`config.mk`:
```
export PLATFORM = sky130hd
export DESIGN_NAME = ram_arb_ctrl
export DESIGN_NICKNAME = d
export VERILOG_FILES = /design/src/rtl/ram_arb_ctrl.sv
export SDC_FILE = /design/constraint.sdc
export NUM_CORES = 1
export LEC_CHECK = 0
export ABC_AREA = 1
export BUFFER_PORTS_ARGS = -buffer_cell sky130_fd_sc_hd__buf_2
export CAP_MARGIN = 0
export CORE_UTILIZATION = 24
export DETAILED_ROUTE_END_ITERATION = 8
export GPL_ROUTABILITY_DRIVEN = 1
export PLACE_DENSITY = 0.47
export SYNTH_ARGS = -nofsm -noshare
export SYNTH_HDL_FRONTEND = slang
export SYNTH_SLANG_ARGS = --single-unit
```
`constraint.sdc`:
```
create_clock -name clk -period 1.99 [get_ports clk]
set_clock_uncertainty 0.2 [all_clocks]
set_input_delay 0.2985 -clock clk [delete_from_list [all_inputs] [get_ports clk]]
set_output_delay 0.2985 -clock clk [all_outputs]
set_load 0.02 [all_outputs]
```
`src/rtl/ram_arb_ctrl.sv`:
```
// Two-requester arbitrated 16-word RAM controller with round-robin tie-break.
// Latency: grant at the sampling edge, array access one edge later, done pulse in the following cycle.
// Backpressure: requests are sampled only in IDLE; a losing or late requester holds req until granted.
module ram_arb_ctrl #(
  parameter int DATA_W = 8
) (
  input  logic              clk,
  input  logic              rst,
  input  logic              req_a,
  input  logic              req_b,
  input  logic              we_a,
  input  logic              we_b,
  input  logic [3:0]        addr_a,
  input  logic [3:0]        addr_b,
  input  logic [DATA_W-1:0] wdata_a,
  input  logic [DATA_W-1:0] wdata_b,
  output logic              gnt_a,
  output logic              gnt_b,
  output logic              done_a,
  output logic              done_b,
  output logic [DATA_W-1:0] rdata,
  output logic [15:0]       row_sel
);

  typedef enum logic [1:0] {
    IDLE = 2'd0,
    BUSY = 2'd1,
    DONE = 2'd2
  } state_t;

  state_t              state;
  logic                rr_ptr;      // 0: A wins a tie, 1: B wins a tie
  logic                cap_we;
  logic [3:0]          cap_addr;
  logic [DATA_W-1:0]   cap_wdata;
  logic [DATA_W-1:0]   mem [16];

  logic                pick_b;
  logic                sel_we;
  logic [3:0]          sel_addr;
  logic [DATA_W-1:0]   sel_wdata;

  // Winner selection: a lone requester always wins; on a tie the pointer decides.
  always_comb begin
    pick_b    = req_b & (~req_a | rr_ptr);
    sel_we    = pick_b ? we_b    : we_a;
    sel_addr  = pick_b ? addr_b  : addr_a;
    sel_wdata = pick_b ? wdata_b : wdata_a;
  end

  // Controller FSM, storage array and all registered outputs.
  always_ff @(posedge clk) begin
    if (rst) begin
      state     <= IDLE;
      rr_ptr    <= 1'b0;
      cap_we    <= 1'b0;
      cap_addr  <= 4'd0;
      cap_wdata <= '0;
      gnt_a     <= 1'b0;
      gnt_b     <= 1'b0;
      done_a    <= 1'b0;
      done_b    <= 1'b0;
      rdata     <= '0;
      row_sel   <= '0;
      for (int i = 0; i < 16; i++) begin
        mem[i] <= '0;
      end
    end else begin
      case (state)
        IDLE: begin
          if (req_a | req_b) begin
            gnt_a     <= ~pick_b;
            gnt_b     <= pick_b;
            cap_we    <= sel_we;
            cap_addr  <= sel_addr;
            cap_wdata <= sel_wdata;
            // Next tie goes to whoever lost (or did not ask) this time.
            rr_ptr    <= ~pick_b;
            row_sel   <= 16'd1 << sel_addr;
            state     <= BUSY;
          end
        end
        BUSY: begin
          if (cap_we) begin
            mem[cap_addr] <= cap_wdata;
          end else begin
            rdata <= mem[cap_addr];
          end
          done_a  <= gnt_a;
          done_b  <= gnt_b;
          row_sel <= '0;
          state   <= DONE;
        end
        DONE: begin
          gnt_a  <= 1'b0;
          gnt_b  <= 1'b0;
          done_a <= 1'b0;
          done_b <= 1'b0;
          state  <= IDLE;
        end
        default: begin
          gnt_a   <= 1'b0;
          gnt_b   <= 1'b0;
          done_a  <= 1'b0;
          done_b  <= 1'b0;
          row_sel <= '0;
          state   <= IDLE;
        end
      endcase
    end
  end

endmodule

```
Word-level counts from Yosys, hierarchy flattened
Memory sizes are Yosys's and may differ from the RTL's. A register that Yosys moved wholly into a read port is not among the register bits.
Index checks and enable logic that the tools add are counted.
- register bits: 36
- memory bits (writable): 128
- input bits: 30
- output and inout port bits: 28
- memories kept: 1
- eq/ne operators: 3
- shift-type cells: 1
- mux-type cells: 22
- bitwise logic cells: 8
- reduce and logical (&&, ||, !) cells: 6
- memories (memory ; words ; bits a word ; read ports ; clocked after memory_dff ; wr ports ; RTL line ; RTL):
    mem ; 16 ; 8 ; 1 ; 1 ; 16 ; 36 ; logic [DATA_W-1:0] mem [16];
- operators with widths (cell ; number):
    16-bit case mux with 2 select lines ; 1
    16-bit 2-to-1 mux ; 1
    8-bit 2-to-1 mux ; 2
    1-bit by 4-bit << shifter with 16-bit output (first input constant) ; 1
    1-bit 2-to-1 mux ; 10
    4-bit 2-to-1 mux ; 2
    1-bit case mux with 2 select lines ; 4
    2-bit AND reduction ; 4
    8-bit OR reduction ; 1
    1-bit inverter ; 5
    2-bit case mux with 2 select lines ; 1
    2-bit by 1-bit equality test with 1-bit output (second input constant) ; 1
    2-bit equality test (second input constant) ; 1
    2-bit logical NOT ; 1
    2-bit 2-to-1 mux ; 1
    2-bit != test (second input constant) ; 1
    1-bit OR ; 2
    1-bit AND ; 1

Logic depth before layout (Yosys ltp)
Gate-level depths: netlist of run 1.
- depth after elaboration: 7
- gate-level depth with buffers: 11

Least setup slack after synthesis of run 1
OpenSTA, ideal clock, no wires.
- path type: in2reg
- from: input rst
- to: memory mem[14][0] (enable)
- arrival: 1419 ps
- data required time: 1461 ps
- path slack: 42 ps
- stages: 6
- buffers on the path: 1
- path through: buf_2 nor2_4 nand2_4 nor3_4 nand2_4 nand2_1
- RTL lines (what ; RTL line ; RTL):
    start, declared ; 8 ; input logic rst,
    end, declared ; 36 ;

==> results of run 1 <==
power groups by stage:
stage	sequential [uW]	clock [uW]	combinational, uW
2_1_floorplan	4150	0	705
3_3_place_gp	4140	0	1180
3_5_place_dp	4140	0	1170
4_1_cts	4060	3400	1190
5_1_grt	4080	3550	1330
6_report	4070	3340	1200
state kept, by name, summed over array words and instances (netlist names), 2 cells and up:
signal	cells
state	2
cap_addr	4
cap_wdata	8
row_sel	16
mem	128
rdata	8
synth_stat cells, types with 9 or more instances:
master | instances | area (um^2)
buf_2 | 20 | 100
nand2_1 | 316 | 1190
nor2_1 | 166 | 623
nand3_1 | 61 | 305
edfxtp_1 | 128 | 3840
a21oi_1 | 30 | 150
inv_1 | 24 | 90.1
nor2_2 | 9 | 56.3
dfxtp_1 | 44 | 881
nand2_4 | 17 | 191
clkbuf_1 | 24 | 90.1
o21ai_0 | 21 | 105
worst min-delay path, cell delays in order:
cell    delay (ns)
buf_2         0.13
nor2_4        0.05
buf_4         0.13
area by class of cell:
type | instances | area share, %
clock buffers | 17 | 4.39
clock inverters | 15 | 1.69
inverters | 29 | 1.16
multi-input cells | 644 | 29.6
flip-flops and latches | 172 | 48.8
well taps | 435 | 5.62
repair buffers | 121 | 8.68
layout by cell type, fill, tap and decap left out, drive strengths merged:
cell type    instances
nand4                8
buf                112
edfxtp             128
clkbuf              18
a21oi               30
inv                 38
dfxtp               44
nand3b               1
o21ai               24
nor3                 4
dlygate4sd3          8
nor2               177
clkinvlp             1
clkinv               5
nand3               61
nand2              336
a32o                 3
stage by stage:
step	hold WS (ns)	util (%)	setup WS, ns	instances	total power [uW]
after floorplan	0.244	-	0.0419	893	4860
after global placement	0.253	28.1	0.0989	1392	5320
after detailed placement	0.258	28.1	0.0367	1392	5320
after CTS	0.00170	30.2	0.0297	1432	8660
after global routing	0.0160	30.4	0.00909	1433	8960
final	0.0180	30.4	0.107	1433	8600
metal layers:
layer	GRT usage, %	up-vias	share of wire (%)	routed length [um]
met4	4.83	0	1.5	337
met5	0	-	0	0
li1	-	3099	-	-
met3	2.40	17	3.9	846
met1	18.9	2924	48	10600
met2	21.5	123	46	10100
path summary, 6_finish.rpt:
kind	slack, ns	from	to	depth (start not counted)
worst min register to register	0.26	cap_wdata[2]$_SDFFE_PP0P_	cap_wdata[2]$_SDFFE_PP0P_	2
worst min-delay path	0.02	rst	state[1]$_SDFFE_PP0P_	3
worst max register to register	0.11	state[0]$_SDFFE_PP0P_	mem[14][2]$_SDFFCE_PN0P_	7
worst max-delay path	0.11	state[0]$_SDFFE_PP0P_	mem[14][2]$_SDFFCE_PN0P_	7
cells by family (layout without fill, tap and decap cells):
family / count (synthesis) / in the layout / share of synthesized area (%)
simple gates: 587 / 587 / 32.1
buf+inv: 77 / 182 / 4.08
compound gates: 57 / 57 / 3.86
flops: 172 / 172 / 60.0
repair_timing:
| action | 4_1_cts | 5_1_grt |
|---|---|---|
| endpoints found under the hold margin | 8 | 0 |
| gates resized for setup | 0 | 16 |
| hold buffers | 8 | 0 |
| endpoints found under the setup margin | 0 | 116 |
==> impl_metrics.csv, run 1 <==
group,metric,value,unit
outcome,status,"completed",
worst_setup_path,crit_top_cell,"nand2_4",
timing,rsz0062_at_grt,"no",
pwr,switching_share,29.9,%
worst_setup_path,critPathArrivalTime,1.78,ns
route,viasPerCell,4.30,
route,avgRoutedWirePerCell,15.3,um
global_routing,grt_pass1_vias,6140,
synthesis,ys_async_sr_fraction,0,%
pwr,power_frac_clock,38.8,%
worst_setup_path,path_class,"register to register",
global_routing,antenna_found_initial,0,
timing,hold_viol,0,
global_routing,grt_usage,13.7,%
placement,gp_congestion,0.808,
synthesis,synth_flop_cell,"edfxtp_1",
synthesis,synth_edf_count,128,
global_routing,grt_max_degree,44,
pwr,max-vdd-ir-drop,453,uV
route,vias,6163,
global_routing,grt_remaining_overflow,0,
worst_setup_path,required,1.89,ns
floorplanning,die_h,183,um
cells_and_area,final_cell_area,9680,um^2
pwr,powerDensity,888,nW/um^2
floorplanning,ios,58,
cts,clkLatencyLatePin,0.44,ns
route,drt-total-wl,21.9,mm
min_path,min_path_type,"primary input to register",
synthesis,avgSynthCellArea,8.82,um^2
cells_and_area,fillCellCount,3448,
job,drv_cap,0,
worst_setup_path,cp_slowest_cell,"dfxtp_1",
cts,path_clk_slew,0.08,ns
timing,post-route-period-util,94.6,%
pwr,p_leak,0.00411,uW
timing,relSlewSlack,72.3,%
worst_setup_path,crit_fanout,8,
route,firstDrtPassIters,5,
floorplanning,row_count,65,
timing,drv_slew,0,
synthesis,synth_area,7880,um^2
cells_and_area,multi_input_area,2870,um^2
placement,port_buffers,57,
cts,cts.path.max_buffers,2,
synthesis,synth_nets,923,
cells_and_area,n_antenna_cell,0,
cts,cts.sinks,172,
worst_setup_path,crit_chain,"nand2_2 > nor2_4 > nand2_4 > nor3_4 > buf_4 > nand2_4 > nand2_1",
timing,finalSetupTns,0,ns
global_routing,grt_pass1_wl,34.6,mm
worst_setup_path,crit_family,"simple AND/OR/NAND/NOR gates",
timing,setup_viol,0,
synthesis,synth_cells,893,
cells_and_area,nets,1015,
floorplanning,core,31900,um^2
timing,final.min_clock_period,1.88,ns
cts,root_buffer,"clkbuf_16",
cts,cts_tree,"yes",
floorplanning,die-width,183,um
route,initialDrtViolationCount,468,
pwr,internal-power,6030,uW
cts,postCtsSetupBuffers,0,
synthesis,ys_seq_area_share,60.0,%
synthesis,synthDistinctLibCells,24,
worst_setup_path,crit_buf_inv,1,
pwr,combPwrFrac,13.9,%
floorplanning,start_util,24.7,%
timing,tightest_slew,0.415,ns
floorplanning,dieArea,33500,um^2
cts,numCtsBuffers,17,
placement,hpwl,14.9,mm
timing,fmax,531,MHz
worst_setup_path,start_kind,"register",
cells_and_area,drive_gt1_share,20.1,%
cells_and_area,syn_to_final_growth,22.9,%
route,ant_nets,0,
cells_and_area,regArea,4730,um^2
placement,dpl-instance-area,8950,um^2
worst_setup_path,end_kind,"register",
synthesis,synth-seq-cells,172,
pwr,netSwitchingPower,2570,uW
cts,h-tree-depth,4,
synthesis,synth_warnings,0,
route,drc,0,
pwr,seqPwrFrac,47.3,%
worst_setup_path,cpPeakStageDelay,0.38,ns
Power figures use the tool's default switching activity.
==> inputs of run 2 (changes only) <==
--- a/config.mk
+++ b/config.mk
@@ -8,10 +8,10 @@
 export ABC_AREA = 1
 export BUFFER_PORTS_ARGS = -buffer_cell sky130_fd_sc_hd__buf_2
 export CAP_MARGIN = 0
-export CORE_UTILIZATION = 24
+export CORE_UTILIZATION = 40
 export DETAILED_ROUTE_END_ITERATION = 8
 export GPL_ROUTABILITY_DRIVEN = 1
-export PLACE_DENSITY = 0.47
+export PLACE_DENSITY = 0.66
 export SYNTH_ARGS = -nofsm -noshare
 export SYNTH_HDL_FRONTEND = slang
 export SYNTH_SLANG_ARGS = --single-unit
==> impl_metrics.csv, run 2 (synthesized netlist as in run 1, its figures left out) <==
group,metric,value,unit
outcome,status,"completed",
cts,root_buffer,"clkbuf_16",
worst_setup_path,end_kind,"register",
worst_setup_path,r2r_start,"state[1]$_SDFFE_PP0P_",
timing,final.min_clock_period,1.84,ns
worst_setup_path,cp_slowest_cell,"dfxtp_1",
route,initialDrtViolationCount,378,
cells_and_area,n_antenna_cell,0,
global_routing,grt_pass1_vias,5961,
pwr,seqPwrFrac,46.2,%
cells_and_area,largest_reg_flops,128,
route,drc,0,
worst_setup_path,path_class,"register to register",
worst_setup_path,crit_chain,"inv_1 > nand2_2 > nor2_4 > nand2_4 > nor3_4 > buf_4 > nand2_4 > nand2_2",
timing,relSlewSlack,71.5,%
job,drv_cap,0,
cells_and_area,mostFrequentLayoutCell,"nand2_1",
worst_setup_path,crit_fanout,9,
cts,numCtsBuffers,17,
floorplanning,die-width,142,um
cells_and_area,final_core_util,49.8,%
timing,fmax,543,MHz
pwr,switching_share,26.4,%
cells_and_area,top_register,"mem",
timing,hold_viol,0,
worst_setup_path,rr_worst_depth,8,
floorplanning,dieArea,20300,um^2
route,vias,6152,
global_routing,grt_usage,20.5,%
cts,cts_tree,"yes",
pwr,p_leak,0.00409,uW
global_routing,antenna_found_initial,0,
timing,rsz0062_at_grt,"no",
route,viasPerCell,4.91,
pwr,combPwrFrac,13.3,%
timing,drv_slew,0,
worst_setup_path,critPathArrivalTime,1.77,ns
cts,cts.path.max_buffers,2,
placement,port_buffers,57,
floorplanning,ios,58,
worst_setup_path,required,1.91,ns
cts,postCtsSetupBuffers,0,
floorplanning,core,19000,um^2
min_path,hold_start,"addr_b[2]",
cells_and_area,reg_top3,"mem x128, row_sel x16",
cells_and_area,final_cell_mix,"nand2_1 (300), nor2_1 (163), edfxtp_1 (128)",
timing,finalSetupTns,0,ns
worst_setup_path,r2r_setup_slack,0.15,ns
cells_and_area,final_cells,1252,
floorplanning,row_count,50,
cells_and_area,nets,1009,
worst_setup_path,crit_path_start,"state[1]$_SDFFE_PP0P_",
route,firstDrtPassIters,5,
min_path,min_path_type,"primary input to register",
min_path,hold_depth,4,
worst_setup_path,start_kind,"register",
floorplanning,start_util,41.4,%
global_routing,grt_pass1_wl,31.2,mm
route,avgRoutedWirePerCell,15.6,um
worst_setup_path,crit_buf_inv,2,
pwr,max-vdd-ir-drop,674,uV
placement,pre_cts_slack,0.0347,ns
pwr,internal-power,6470,uW
pwr,p_total,8790,uW
worst_setup_path,crit_family,"simple AND/OR/NAND/NOR gates",
min_path,hold_path_end,"row_sel[3]$_SDFFE_PP0P_",
cts,clkLatencyLatePin,0.43,ns
placement,hpwl,12.8,mm
placement,gp_congestion,0.810,
timing,setup_viol,0,
timing,final.setup.worst_slack,0.147,ns
floorplanning,die_h,142,um
cts,cts.sinks,172,
cells_and_area,syn_to_final_growth,20.3,%
placement,dp.cells,1211,
pwr,power_frac_clock,40.5,%
cts,path_clk_slew,0.07,ns
global_routing,grt_remaining_overflow,0,
cts,h-tree-depth,4,
timing,post-route-period-util,92.6,%
timing,tightest_slew,0.428,ns
cells_and_area,drive_gt1_share,20.0,%
global_routing,grt_max_degree,33,
pwr,netSwitchingPower,2320,uW
route,ant_nets,0,
worst_setup_path,rr_endpoint,"mem[13][6]$_SDFFCE_PN0P_",
worst_setup_path,cpPeakStageDelay,0.31,ns
route,drt-total-wl,19.5,mm
pwr,powerDensity,928,nW/um^2
==> run 2: routing by layer <==
layer  share of wire, %  track usage (%)  wire (um)
met5                  0                0          0
met4                2.2             7.19        435
met3                5.2             4.24       1020
met1                 44             27.3       8640
met2                 48             33.3       9440
==> run 2: final cells by class <==
class	instances	area, um^2
clock buffer	18	439
sequential	172	4730
timing repair buffer	115	793
clock inverter	14	191
fill	1816	9540
inverter	29	113
tap	260	325
multi-input combinational	644	2890
==> run 2: stage by stage <==
stage | hold WS [ns] | instance area (um^2)
6_report | 0.0217 | 9470
5_1_grt | 0.0260 | 9470
4_1_cts | 0.00899 | 9420
3_5_place_dp | 0.254 | 8700
3_3_place_gp | 0.252 | 8700
2_1_floorplan | 0.244 | 7880
==> run 2: what timing repair did <==
item / CTS / global route
resized for setup: 0 / 21
hold endpoints to repair: 9 / 0
hold buffers: 9 / 0
endpoints found under the setup margin: 0 / 133
==> run 2: worst max-delay path by stage <==
stage / to / slack, ns / cells past startpoint
floorplan: mem[14][0]$_SDFFCE_PN0P_ / 0.04 / 6
global placement: mem[13][0]$_SDFFCE_PN0P_ / 0.1 / 8
detailed placement: mem[9][1]$_SDFFCE_PN0P_ / 0.03 / 8
CTS: mem[9][4]$_SDFFCE_PN0P_ / 0.02 / 8
global route: mem[13][6]$_SDFFCE_PN0P_ / 0.02 / 8
finish: mem[13][6]$_SDFFCE_PN0P_ / 0.15 / 8
==> run 2: worst reg2reg max path: stages (launching register included) <==
cell and delay, ns:
dfxtp_1 0.31, inv_1 0.08, nand2_2 0.08, nor2_4 0.12
nand2_4 0.11, nor3_4 0.18, buf_4 0.17, nand2_4 0.08
nand2_2 0.20
==> run 2: power groups by stage <==
stage          Combinational [uW]  Sequential [uW]  Clock [uW]
2_1_floorplan                 705             4150           0
3_3_place_gp                 1130             4140           0
3_5_place_dp                 1140             4140           0
4_1_cts                      1160             4070        3590
5_1_grt                      1280             4080        3760
6_report                     1170             4060        3560
==> inputs of run 3 (changes only) <==
--- a/config.mk
+++ b/config.mk
@@ -6,7 +6,7 @@
 export NUM_CORES = 1
 export LEC_CHECK = 0
 export ABC_AREA = 1
-export BUFFER_PORTS_ARGS = -buffer_cell sky130_fd_sc_hd__buf_2
+export BUFFER_PORTS_ARGS = -buffer_cell sky130_fd_sc_hd__buf_4
 export CAP_MARGIN = 0
 export CORE_UTILIZATION = 40
 export DETAILED_ROUTE_END_ITERATION = 8
==> impl_metrics.csv, run 3 (synthesized netlist as in run 1, its figures left out) <==
group,metric,value,unit
floorplanning,die-width,142,um
job,drv_cap,0,
floorplanning,die_h,142,um
cts,cts.sinks,172,
cts,clkLatencyLatePin,0.42,ns
route,vias,6208,
global_routing,grt_remaining_overflow,0,
pwr,combPwrFrac,13.8,%
cts,numCtsBuffers,17,
route,initialDrtViolationCount,496,
cells_and_area,top_register,"mem",
timing,post-route-period-util,95.1,%
cells_and_area,mostFrequentLayoutCell,"nand2_1",
route,ant_nets,0,
worst_setup_path,crit_top_cell,"nand2_4",
floorplanning,core,19000,um^2
cts,path_clk_slew,0.06,ns
cells_and_area,nets,1004,
pwr,seqPwrFrac,47.3,%
cells_and_area,drive_gt1_share,18.1,%
timing,finalSetupTns,0,ns
pwr,max-vdd-ir-drop,598,uV
cells_and_area,syn_to_final_growth,20.8,%
worst_setup_path,required,1.88,ns
cells_and_area,n_antenna_cell,0,
timing,setup_viol,0,
pwr,powerDensity,903,nW/um^2
cells_and_area,final_cells,1247,
worst_setup_path,critPathArrivalTime,1.78,ns
global_routing,grt_usage,19.8,%
pwr,switching_share,26.5,%
timing,rsz0062_at_grt,"no",
route,drt-total-wl,18.8,mm
route,drc,0,
cts,cts_tree,"yes",
cells_and_area,final_cell_mix,"nand2_1 (311), nor2_1 (166), edfxtp_1 (128)",
pwr,netSwitchingPower,2270,uW
worst_setup_path,crit_family,"simple AND/OR/NAND/NOR gates",
route,firstDrtPassIters,5,
timing,drv_slew,0,
worst_setup_path,start_kind,"register",
pwr,internal-power,6320,uW
placement,gp_congestion,0.801,
global_routing,antenna_found_initial,0,
floorplanning,ios,58,
worst_setup_path,path_class,"register to register",
floorplanning,dieArea,20300,um^2
worst_setup_path,crit_chain,"inv_1 > nand2_2 > nor2_4 > nand2_4 > nor3_4 > buf_4 > nand2_4 > nand2_1",
placement,dpl-instance-area,8820,um^2
worst_setup_path,crit_fanout,8,
placement,hpwl,12.3,mm
cells_and_area,reg_top3,"mem x128, row_sel x16",
cts,h-tree-depth,4,
floorplanning,row_count,50,
floorplanning,start_util,41.4,%
worst_setup_path,cpPeakStageDelay,0.31,ns
timing,fmax,528,MHz
cts,root_buffer,"clkbuf_16",
global_routing,grt_pass1_wl,30.0,mm
timing,final.min_clock_period,1.89,ns
placement,dp.cells,1207,
cts,postCtsSetupBuffers,0,
cells_and_area,final_cell_area,9520,um^2
cts,cts.path.max_buffers,2,
min_path,min_path_type,"primary input to register",
route,viasPerCell,4.98,
global_routing,grt_pass1_vias,5896,
timing,relSlewSlack,72.6,%
outcome,status,"completed",
cells_and_area,final_core_util,50.0,%
cells_and_area,fillCellCount,1831,
worst_setup_path,cp_slowest_cell,"dfxtp_1",
pwr,p_leak,0.00411,uW
timing,tightest_slew,0.411,ns
cells_and_area,largest_reg_flops,128,
timing,hold_viol,0,
route,avgRoutedWirePerCell,15.1,um
worst_setup_path,end_kind,"register",
worst_setup_path,crit_buf_inv,2,
global_routing,grt_max_degree,33,
pwr,power_frac_clock,38.9,%
placement,port_buffers,57,
run 3: cell types whose count changed in the layout (fill, tap and decap cells not counted), moves of 2 or more:
cell        change
nor2_2          -2
nand2_2        -11
buf_2          -57
buf_4          +52
clkinvlp_4      -4
nor2_1          +3
nand2_1        +11
bufinv_16       -3
clkbuf_16       +3
inv_4           +3
run 3: power by group through the flow:
stage               registers, uW  clock network (uW)  logic [uW]
floorplan                    4150                   0         705
global placement             4140                   0        1160
detailed placement           4140                   0        1170
CTS                          4060                3380        1180
global route                 4080                3540        1310
finish                       4060                3340        1190
run 3: cell type report:
class | instances | area, um^2 | share of cell area [%]
Inverter | 29 | 109 | 1.14
Clock buffer | 21 | 504 | 5.30
Timing Repair Buffer | 110 | 908 | 9.54
Tap cell | 260 | 325 | 3.42
Clock inverter | 11 | 98.8 | 1.04
Multi-Input combinational cell | 644 | 2850 | 29.9
Sequential cell | 172 | 4730 | 49.7
run 3: per-stage QoR:
step                setup WS, ns  hold WS, ns  total power, uW
detailed placement        0.0800        0.256             5310
global route            0.000100      0.00437             8930
finish                    0.0977       0.0159             8590
CTS                       0.0698     0.000346             8630
global placement           0.102        0.253             5300
floorplan                 0.0419        0.244             4860
run 3: worst min-delay path: stages:
cell,delay [ns]
buf_4,0.11
nor2_4,0.05
buf_4,0.13
run 3: worst paths after layout:
kind                                                 from  slack, ns                        end  depth (start not counted)
worst max register to register      state[1]$_SDFFE_PP0P_        0.1    mem[9][6]$_SDFFCE_PN0P_                          8
worst max-delay path                state[1]$_SDFFE_PP0P_        0.1    mem[9][6]$_SDFFCE_PN0P_                          8
worst min-delay path                                  rst       0.02      state[1]$_SDFFE_PP0P_                          3
worst min register to register  cap_wdata[4]$_SDFFE_PP0P_       0.26  cap_wdata[4]$_SDFFE_PP0P_                          2
run 3: timing repair:
| item | in CTS | in global routing |
|---|---|---|
| hold buffers | 8 | 0 |
| endpoints found under the hold margin | 8 | 0 |
| setup endpoints to repair | 0 | 40 |
| resized for setup | 0 | 5 |
run 3: routing by layer:
layer  vias to the layer above  global-route usage, %  wire length (um)
met5                         -                      0                 0
met2                       207                   32.0              8890
met1                      2893                   26.5              8400
met4                         0                   8.55               435
li1                       3074                      -                 -
met3                        34                   3.16              1050
